[config.mk]
export PLATFORM = sky130hd
export DESIGN_NAME = seg_addsub
export DESIGN_NICKNAME = d
export VERILOG_FILES = /design/src/rtl/seg_addsub_pkg.sv /design/src/rtl/seg_adder.sv /design/src/rtl/seg_addsub.sv
export SDC_FILE = /design/constraint.sdc
export NUM_CORES = 1
export LEC_CHECK = 0
export ABC_AREA = 1
export ABC_CLOCK_PERIOD_IN_PS = 1750
export CAP_MARGIN = 20
export CORE_MARGIN = 5
export CORE_UTILIZATION = 45
export DETAILED_ROUTE_END_ITERATION = 7
export HOLD_SLACK_MARGIN = 0.15
export PLACE_DENSITY = 0.81
export REMOVE_ABC_BUFFERS = 1
export SETUP_SLACK_MARGIN = 0.02
export SLEW_MARGIN = 15
export SYNTH_ARGS = -nofsm -noshare
export SYNTH_HDL_FRONTEND = slang
export SYNTH_SLANG_ARGS = --single-unit
[constraint.sdc]
create_clock -name clk -period 1.75 [get_ports clk]
set_input_delay 0.35 -clock clk [delete_from_list [all_inputs] [get_ports clk]]
set_output_delay 0.35 -clock clk [all_outputs]
set_load 0.02 [all_outputs]
[src/rtl/seg_addsub_pkg.sv]
// Shared types and helpers for the segmented add/subtract unit.
package seg_addsub_pkg;

    // Operation sequencing: wait for operands, walk the segments, present the result.
    typedef enum logic [1:0] {
        IDLE = 2'd0,
        CALC = 2'd1,
        DONE = 2'd2
    } state_e;

    // Width of the segment counter for n segments; never narrower than one bit.
    function automatic int cnt_width(input int n);
        if (n <= 2) begin
            return 1;
        end
        return $clog2(n);
    endfunction

endpackage

[src/rtl/seg_adder.sv]
// SEG-bit ripple-carry adder slice, purely combinational.
module seg_adder #(
    parameter int SEG = 2
) (
    input  logic [SEG-1:0] a,
    input  logic [SEG-1:0] b,
    input  logic           c_in,
    output logic [SEG-1:0] sum,
    output logic           c_out
);

    logic [SEG:0] w_c;

    assign w_c[0] = c_in;

    // One full adder per bit, carry rippling from bit 0 upwards.
    for (genvar i = 0; i < SEG; i++) begin : g_fa
        assign sum[i]   = a[i] ^ b[i] ^ w_c[i];
        assign w_c[i+1] = (a[i] & b[i]) | (w_c[i] & (a[i] ^ b[i]));
    end

    assign c_out = w_c[SEG];

endmodule

[src/rtl/seg_addsub.sv]
// Multi-cycle unsigned add / two's-complement subtract, SEG bits per cycle.
//
// Handshake: an operand set is taken on a rising edge where in_valid=1 and
// in_ready=1 (in_ready is high only while idle). The result appears on out_n
// together with a one-cycle out_valid pulse exactly N cycles later; there is
// no backpressure on the result side. Inputs are ignored while busy.
module seg_addsub
    import seg_addsub_pkg::*;
#(
    parameter int WIDTH = 8,
    parameter int SEG   = 2
) (
    input  logic             clk,
    input  logic             rst_n,
    input  logic             in_valid,
    output logic             in_ready,
    input  logic [WIDTH-1:0] in_n0,
    input  logic [WIDTH-1:0] in_n1,
    input  logic             opt,
    output logic             out_valid,
    output logic [WIDTH:0]   out_n,
    output state_e           o_dbg_state
);

    localparam int N  = WIDTH / SEG;
    localparam int CW = cnt_width(N);

    if ((WIDTH < 2) || (SEG < 1) || ((WIDTH % SEG) != 0)) begin : g_bad_param
        $error("seg_addsub: WIDTH must be >= 2 and a multiple of SEG");
    end

    state_e           r_state;
    state_e           w_next_state;
    logic [WIDTH-1:0] r_a;
    logic [WIDTH-1:0] r_b;
    logic             r_opt;
    logic             r_carry;
    logic [CW-1:0]    r_cnt;
    logic [WIDTH:0]   r_res;

    logic [SEG-1:0]   w_sum;
    logic             w_cout;
    logic             w_last;
    logic [WIDTH-1:0] w_sum_top;

    // The low segment of the shifting operand registers is always the one in work.
    seg_adder #(
        .SEG (SEG)
    ) u_seg_adder (
        .a     (r_a[SEG-1:0]),
        .b     (r_b[SEG-1:0]),
        .c_in  (r_carry),
        .sum   (w_sum),
        .c_out (w_cout)
    );

    assign w_last    = (r_cnt == CW'(N - 1));
    // New sum bits enter at the top of the result; after N shifts segment 0 sits at bit 0.
    assign w_sum_top = WIDTH'(w_sum) << (WIDTH - SEG);

    // State register.
    always_ff @(posedge clk) begin
        if (!rst_n) begin
            r_state <= IDLE;
        end else begin
            r_state <= w_next_state;
        end
    end

    // Next-state decode.
    always_comb begin
        w_next_state = r_state;
        case (r_state)
            IDLE:    if (in_valid) w_next_state = CALC;
            CALC:    if (w_last)   w_next_state = DONE;
            DONE:    w_next_state = IDLE;
            default: w_next_state = IDLE;
        endcase
    end

    // Operand capture and segment-serial accumulation.
    always_ff @(posedge clk) begin
        if (!rst_n) begin
            r_a     <= '0;
            r_b     <= '0;
            r_opt   <= 1'b0;
            r_carry <= 1'b0;
            r_cnt   <= '0;
            r_res   <= '0;
        end else begin
            case (r_state)
                IDLE: begin
                    if (in_valid) begin
                        r_a     <= in_n0;
                        // Subtract as A + ~B + 1; the +1 enters as the initial carry.
                        r_b     <= opt ? ~in_n1 : in_n1;
                        r_opt   <= opt;
                        r_carry <= opt;
                        r_cnt   <= '0;
                        r_res   <= '0;
                    end
                end
                CALC: begin
                    r_a                <= r_a >> SEG;
                    r_b                <= r_b >> SEG;
                    r_carry            <= w_cout;
                    r_cnt              <= r_cnt + CW'(1);
                    r_res[WIDTH-1:0]   <= (r_res[WIDTH-1:0] >> SEG) | w_sum_top;
                    // For subtract, a carry-out means no borrow, so the sign bit inverts.
                    if (w_last) begin
                        r_res[WIDTH] <= w_cout ^ r_opt;
                    end
                end
                default: begin
                end
            endcase
        end
    end

    // Outputs decoded from state and registers only.
    assign in_ready    = (r_state == IDLE);
    assign out_valid   = (r_state == DONE);
    assign out_n       = (r_state == DONE) ? r_res : '0;
    assign o_dbg_state = r_state;

endmodule

==> results of run 1 <==
-- final timing paths --
path               endpoint  cells past startpoint           start
hold / removal     r_res[1]                      2        r_res[1]
setup reg to reg   r_res[8]                      5          r_a[0]
hold reg to reg    r_res[1]                      2        r_res[1]
setup / recovery  out_valid                      4  o_dbg_state[1]
-- cells by family (layout without fill, tap and decap cells) --
logic type                 Yosys count  after routing  synth area share [%]
adders and majority gates            3              3                  3.32
AOI/OAI and AO/OA                   22             22                  8.31
DFF                                 31             31                  39.2
and+or+nand+nor                    140            140                  35.2
buffers and inverters               43             86                  12.8
xor gates and xnor gates             2              2                  1.11
-- layer usage --
metal / global-route usage (%) / share of wire [%] / vias to the layer above
met5: 0 / 0 / -
met4: 3.90 / 0.80 / 0
met3: 4.93 / 6.1 / 4
met2: 22.8 / 46 / 32
met1: 15.8 / 47 / 667
li1: - / - / 814
-- cell type report --
class	count	area share, %
repair buffers	46	20.9
flip-flops and latches	31	30.4
well taps	46	2.82
clock buffers	6	2.02
multi-input cells	167	37.3
inverters	34	6.61
-- registers in the layout (all words and copies together), names as in the netlist --
signal       cells
r_res            9
r_a              8
r_opt            1
r_cnt            2
o_dbg_state      2
r_b              8
r_carry          1
-- worst max-delay path: stages, from the launching register on --
cell and delay, ns:
dfxtp_1 0.35, inv_2 0.05, nor2_2 0.15, buf_4 0.13, dlygate4sd2_1 0.32
-- metrics by stage --
| stage | TNS, ns | cells |
|---|---|---|
| 6_report | 0 | 330 |
| 3_3_place_gp | -0.195 | 324 |
| 2_1_floorplan | -1.33 | 232 |
| 5_1_grt | 0 | 330 |
| 3_5_place_dp | -0.897 | 324 |
| 4_1_cts | 0 | 330 |
-- what timing repair did --
item,in CTS,in global routing
cloned,0,0
endpoints found under the hold margin,0,0
resized for setup,34,3
endpoints found under the setup margin,13,10
-- power by group through the flow --
stage | combinational (mW) | sequential [mW] | clock (mW)
floorplan | 0.154 | 0.785 | 0
global placement | 0.278 | 0.781 | 0
detailed placement | 0.283 | 0.782 | 0
CTS | 0.281 | 0.766 | 0.368
global route | 0.319 | 0.772 | 0.406
finish | 0.279 | 0.766 | 0.352
-- cells in the final DEF (no fill, tap or decap), types with 2 or more instances in the layout --
cell	count
clkbuf_4	5
o21ai_1	4
a21oi_2	2
dlygate4sd2_1	3
a21oi_1	14
clkdlybuf4s50_1	19
nor2_1	27
nand2_1	98
dfxtp_1	31
clkdlybuf4s15_2	8
xor2_1	2
inv_1	31
nand3_1	10
buf_4	14
==> impl_metrics.json, run 1 <==
{
  "status": "finished clean",
  "period_needed_ns": 1.65,
  "ys_ff_latch": 31,
  "multiInputGateArea_sq_um": 763,
  "synthArstFlopShare_pct": 0,
  "grt_pass1_wl_um": 5360,
  "antenna_left": 0,
  "combPwrFrac_pct": 20.0,
  "rsz0062_at_grt": "true",
  "final_area_sq_mm": 0.00204,
  "synth_cell_type_count": 25,
  "finalSetupViolations": 0,
  "fillCellCount": 349,
  "leakage_nw": 0.956,
  "grt.total_usage_pct": 13.4,
  "p_int_mw": 1.02,
  "syn_area_per_cell_sq_um": 6.56,
  "clock_path_buffers": 2,
  "synth_seq_area_share_pct": 39.2,
  "fin_util_pct": 60.8,
  "p_sw_uw": 382,
  "hp-class": "reg2reg",
  "cts_buffers": 5,
  "power_frac_clock_pct": 25.2,
  "p_seq_share_pct": 54.8,
  "ys.flop_type": "dfxtp_1",
  "finalClockSkew_ns": 0.00575,
  "yosys_warnings": 0,
  "synth_area_leaders": "dfxtp_1, nand2_1, inv_1",
  "viasPerCell": 4.60,
  "placed_area_sq_mm": 0.00199,
  "fmax_mhz": 605,
  "io-pin-count": 33,
  "drtPass1Iterations": 4,
  "cts_tree": "done",
  "dpl_worst_slack_ns": -0.125,
  "yosysMostFrequentCell": "nand2_1",
  "hold_ws_ns": 0.463,
  "n_antenna_cell": 0,
  "crit_type": "reg2out",
  "finalWorstSetupSlack_ns": 0.0958,
  "r2r_setup_slack_ns": 0.11,
  "cp.required_ns": 1.40,
  "rows": 21,
  "area_delta_synth_final_pct": 29.3,
  "crit_fanout": 2,
  "clkTransAtPathRegs_ns": 0.08,
  "start_util_pct": 47.0,
  "synthTopCellsByCount": "nand2_1, dfxtp_1, inv_1",
  "nNetsFinal": 308,
  "synth_edf_count": 0,
  "switching_share_pct": 27.3,
  "slew-limit-headroom_pct": 81.1,
  "core_sq_mm": 0.00336,
  "fp.dieArea_sq_mm": 0.00480,
  "post-cts-setup-buffer-count": 0,
  "clock_sinks": 31,
  "max_cap_viol_count": 0,
  "tightest_slew_ns": 0.282,
  "synthesis.area_sq_mm": 0.00158,
  "power_per_cell_area_mw_per_mm2": 684,
  "dp_hpwl_um": 2400,
  "dieWidth_um": 69.3,
  "postRouteWirelength_um": 3130,
  "worstSetupEndpointType": "output port",
  "power_mw": 1.40,
  "cts-root-buf": "clkbuf_4",
  "hold_violations": 0,
  "start_kind": "flop",
  "seq_area_sq_um": 621,
  "drt_iter0_drc": 27,
  "portBuffers": 32,
  "grt_pass1_vias": 1284,
  "die_h_um": 69.3,
  "htreeDepth": 2,
  "wire_per_inst_um": 9.47,
  "vdd_drop_max_mv": 0.438,
  "grt_max_degree": 20,
  "remaining_drc_errors": 0,
  "antenna_found_initial": 0,
  "synth_top_area_share_pct": 39.2,
  "yosysTopAreaCell": "dfxtp_1",
  "vias": 1517,
  "clkLatencyLatePin_ns": 0.32,
  "cts_hold_buf": 0,
  "arrival_ns": 1.30,
  "final_max_slew_viol_count": 0,
  "drive_gt1_share_pct": 13.7,
  "finalCritPeriodShare_pct": 94.5,
  "routabilityCongestion": 0.821,
  "grt_overflow": 0,
  "synthCells": 241
}
Power figures use the tool's default switching activity.
==> run 2: changes to the inputs <==
--- a/config.mk
+++ b/config.mk
@@ -8,7 +8,6 @@
 export ABC_AREA = 1
 export ABC_CLOCK_PERIOD_IN_PS = 1750
 export CAP_MARGIN = 20
-export CORE_MARGIN = 5
 export CORE_UTILIZATION = 45
 export DETAILED_ROUTE_END_ITERATION = 7
 export HOLD_SLACK_MARGIN = 0.15
==> run 2 against run 1 <==
Flip-flop and latch count did not move. Sequential share of layout area rose by 0.51 points. Wire length fell by 1.2%. Non-clock buffer count fell by 3. Design area fell by 1.7%. Critical endpoint unchanged. Via count fell by 2.3%. Global-route usage rose by 5.5 points. Final cell count fell by 0.30%. Clock skew fell by 0.0018 ns. Register-to-register slack barely moved.
==> impl_metrics.json, run 2 (synthesis gave the netlist of run 1 again) <==
{
  "final_max_slew_viol_count": 0,
  "cp_cell_sequence": "inv_2, nor2_2, buf_4, dlygate4sd2_1",
  "fmax_mhz": 601,
  "viasPerCell": 4.50,
  "routabilityCongestion": 0.763,
  "crit_cells": 4,
  "area_delta_synth_final_pct": 27.1,
  "clkTransAtPathRegs_ns": 0.09,
  "r2r_setup_slack_ns": 0.11,
  "vdd_drop_max_mv": 0.506,
  "dp_hpwl_um": 2200,
  "period_needed_ns": 1.66,
  "crit_slowest_cell": "dfxtp_1",
  "start_util_pct": 47.0,
  "fp.dieArea_sq_mm": 0.00376,
  "finalWorstSetupSlack_ns": 0.0857,
  "antenna_left": 0,
  "n_antenna_cell": 0,
  "power_per_cell_area_mw_per_mm2": 749,
  "grt_overflow": 0,
  "power_frac_clock_pct": 31.1,
  "status": "finished clean",
  "tns_ns": 0,
  "cp.required_ns": 1.40,
  "remaining_drc_errors": 0,
  "cts_hold_buf": 0,
  "worstSetupEndpointType": "output port",
  "vias": 1482,
  "drive_gt1_share_pct": 13.4,
  "grt_pass1_wl_um": 5110,
  "grt_pass1_vias": 1221,
  "grt_util_met2_pct": 32.6,
  "post-cts-setup-buffer-count": 0,
  "tightest_slew_ns": 0.561,
  "max_cap_viol_count": 0,
  "hold_violations": 0,
  "largest_register": "r_res",
  "htreeDepth": 2,
  "antenna_found_initial": 0,
  "leakage_nw": 0.966,
  "top_regs": "r_res: 9 flops, r_a: 8 flops, r_b: 8 flops",
  "io-pin-count": 33,
  "start_kind": "flop",
  "r2r_start": "r_a[0]",
  "worst-path-buf-inv": 3,
  "clock_path_buffers": 2,
  "final_common_cell": "nand2_1",
  "crit_end": "out_valid",
  "clkLatencyLatePin_ns": 0.32,
  "crit_fanout": 2,
  "p_int_mw": 1.10,
  "rsz0062_at_grt": "true",
  "switching_share_pct": 26.7,
  "hold_ws_ns": 0.466,
  "critical-path-top-delay-family": "buffers and inverters",
  "rr_worst_depth": 5,
  "finalCritPeriodShare_pct": 95.1,
  "critPathLaunch": "o_dbg_state[1]",
  "combPwrFrac_pct": 18.0,
  "drtPass1Iterations": 4,
  "finalSetupViolations": 0,
  "fin_util_pct": 59.8,
  "wire_per_inst_um": 9.39,
  "grt.total_usage_pct": 18.9,
  "portBuffers": 32,
  "cts-root-buf": "clkbuf_4",
  "postRouteWirelength_um": 3090,
  "arrival_ns": 1.31,
  "use_met1_pct": 21.8,
  "drt_iter0_drc": 29,
  "finalClockSkew_ns": 0.00399,
  "grt_util_met3_pct": 6.30,
  "clock_sinks": 31,
  "nNetsFinal": 305,
  "critical_path.max_stage_delay_ns": 0.35,
  "dpl_worst_slack_ns": -0.118,
  "slew-limit-headroom_pct": 62.6,
  "largest_register_ffs": 9,
  "grt_max_degree": 20,
  "rows": 21,
  "cts_buffers": 5,
  "p_sw_uw": 402,
  "hp-class": "reg2reg",
  "crit_type": "reg2out",
  "r2r_end": "r_res[8]",
  "die_h_um": 61.3,
  "layout_common_cells": "nand2_1, inv_1, dfxtp_1, nor2_1, clkdlybuf4s50_1",
  "p_seq_share_pct": 50.9,
  "cts_tree": "done",
  "top_usage_layer": "met2",
  "dieWidth_um": 61.3,
  "core_sq_mm": 0.00336
}
-- run 2: metal layers --
metal / routed length (um) / part of all wire, %
met1: 1460 / 47
met2: 1460 / 47
met3: 127 / 4.1
met4: 38 / 1.2
met5: 0 / 0
-- run 2: cell type report --
cell class | instances | area (sq um)
Inverter | 34 | 135
Clock buffer | 8 | 68.8
Multi-Input combinational cell | 167 | 763
Sequential cell | 31 | 621
Fill cell | 365 | 1350
Tap cell | 46 | 57.6
Timing Repair Buffer | 43 | 365
-- run 2: power by group through the flow --
stage / clock network, mW / logic [mW] / registers (mW)
after floorplan: 0 / 0.154 / 0.785
final: 0.468 / 0.271 / 0.767
after global placement: 0 / 0.270 / 0.782
after CTS: 0.481 / 0.273 / 0.767
after global routing: 0.512 / 0.312 / 0.772
after detailed placement: 0 / 0.274 / 0.783
-- run 2: worst min-delay path by stage --
| stage | startpoint | endpoint | slack [ns] | depth (start not counted) |
|---|---|---|---|---|
| floorplan | r_res[0] | r_res[0] | 0.44 | 2 |
| global placement | r_res[0] | r_res[0] | 0.45 | 2 |
| detailed placement | r_res[0] | r_res[0] | 0.45 | 2 |
| CTS | r_res[0] | r_res[0] | 0.47 | 2 |
| global route | r_a[7] | r_a[7] | 0.48 | 2 |
| finish | r_res[0] | r_res[0] | 0.47 | 2 |
-- run 2: per-stage QoR --
step / power (mW) / cells / cell area [sq um]
CTS: 1.52 / 329 / 2040
global route: 1.60 / 329 / 2010
floorplan: 0.938 / 232 / 1510
detailed placement: 1.06 / 321 / 1970
finish: 1.51 / 329 / 2010
global placement: 1.05 / 321 / 1970
-- run 2: tightest hold or removal path: cells and delay by family (launching register included) --
family | cells | cell delay, ns
and+or+nand+nor | 1 | 0.06
AOI/OAI and AO/OA | 1 | 0.05
DFF | 1 | 0.32
-- run 2: timing repair --
action,in CTS,in global routing
pin swaps,0,0
setup endpoints to repair,13,9
resized for setup,34,8
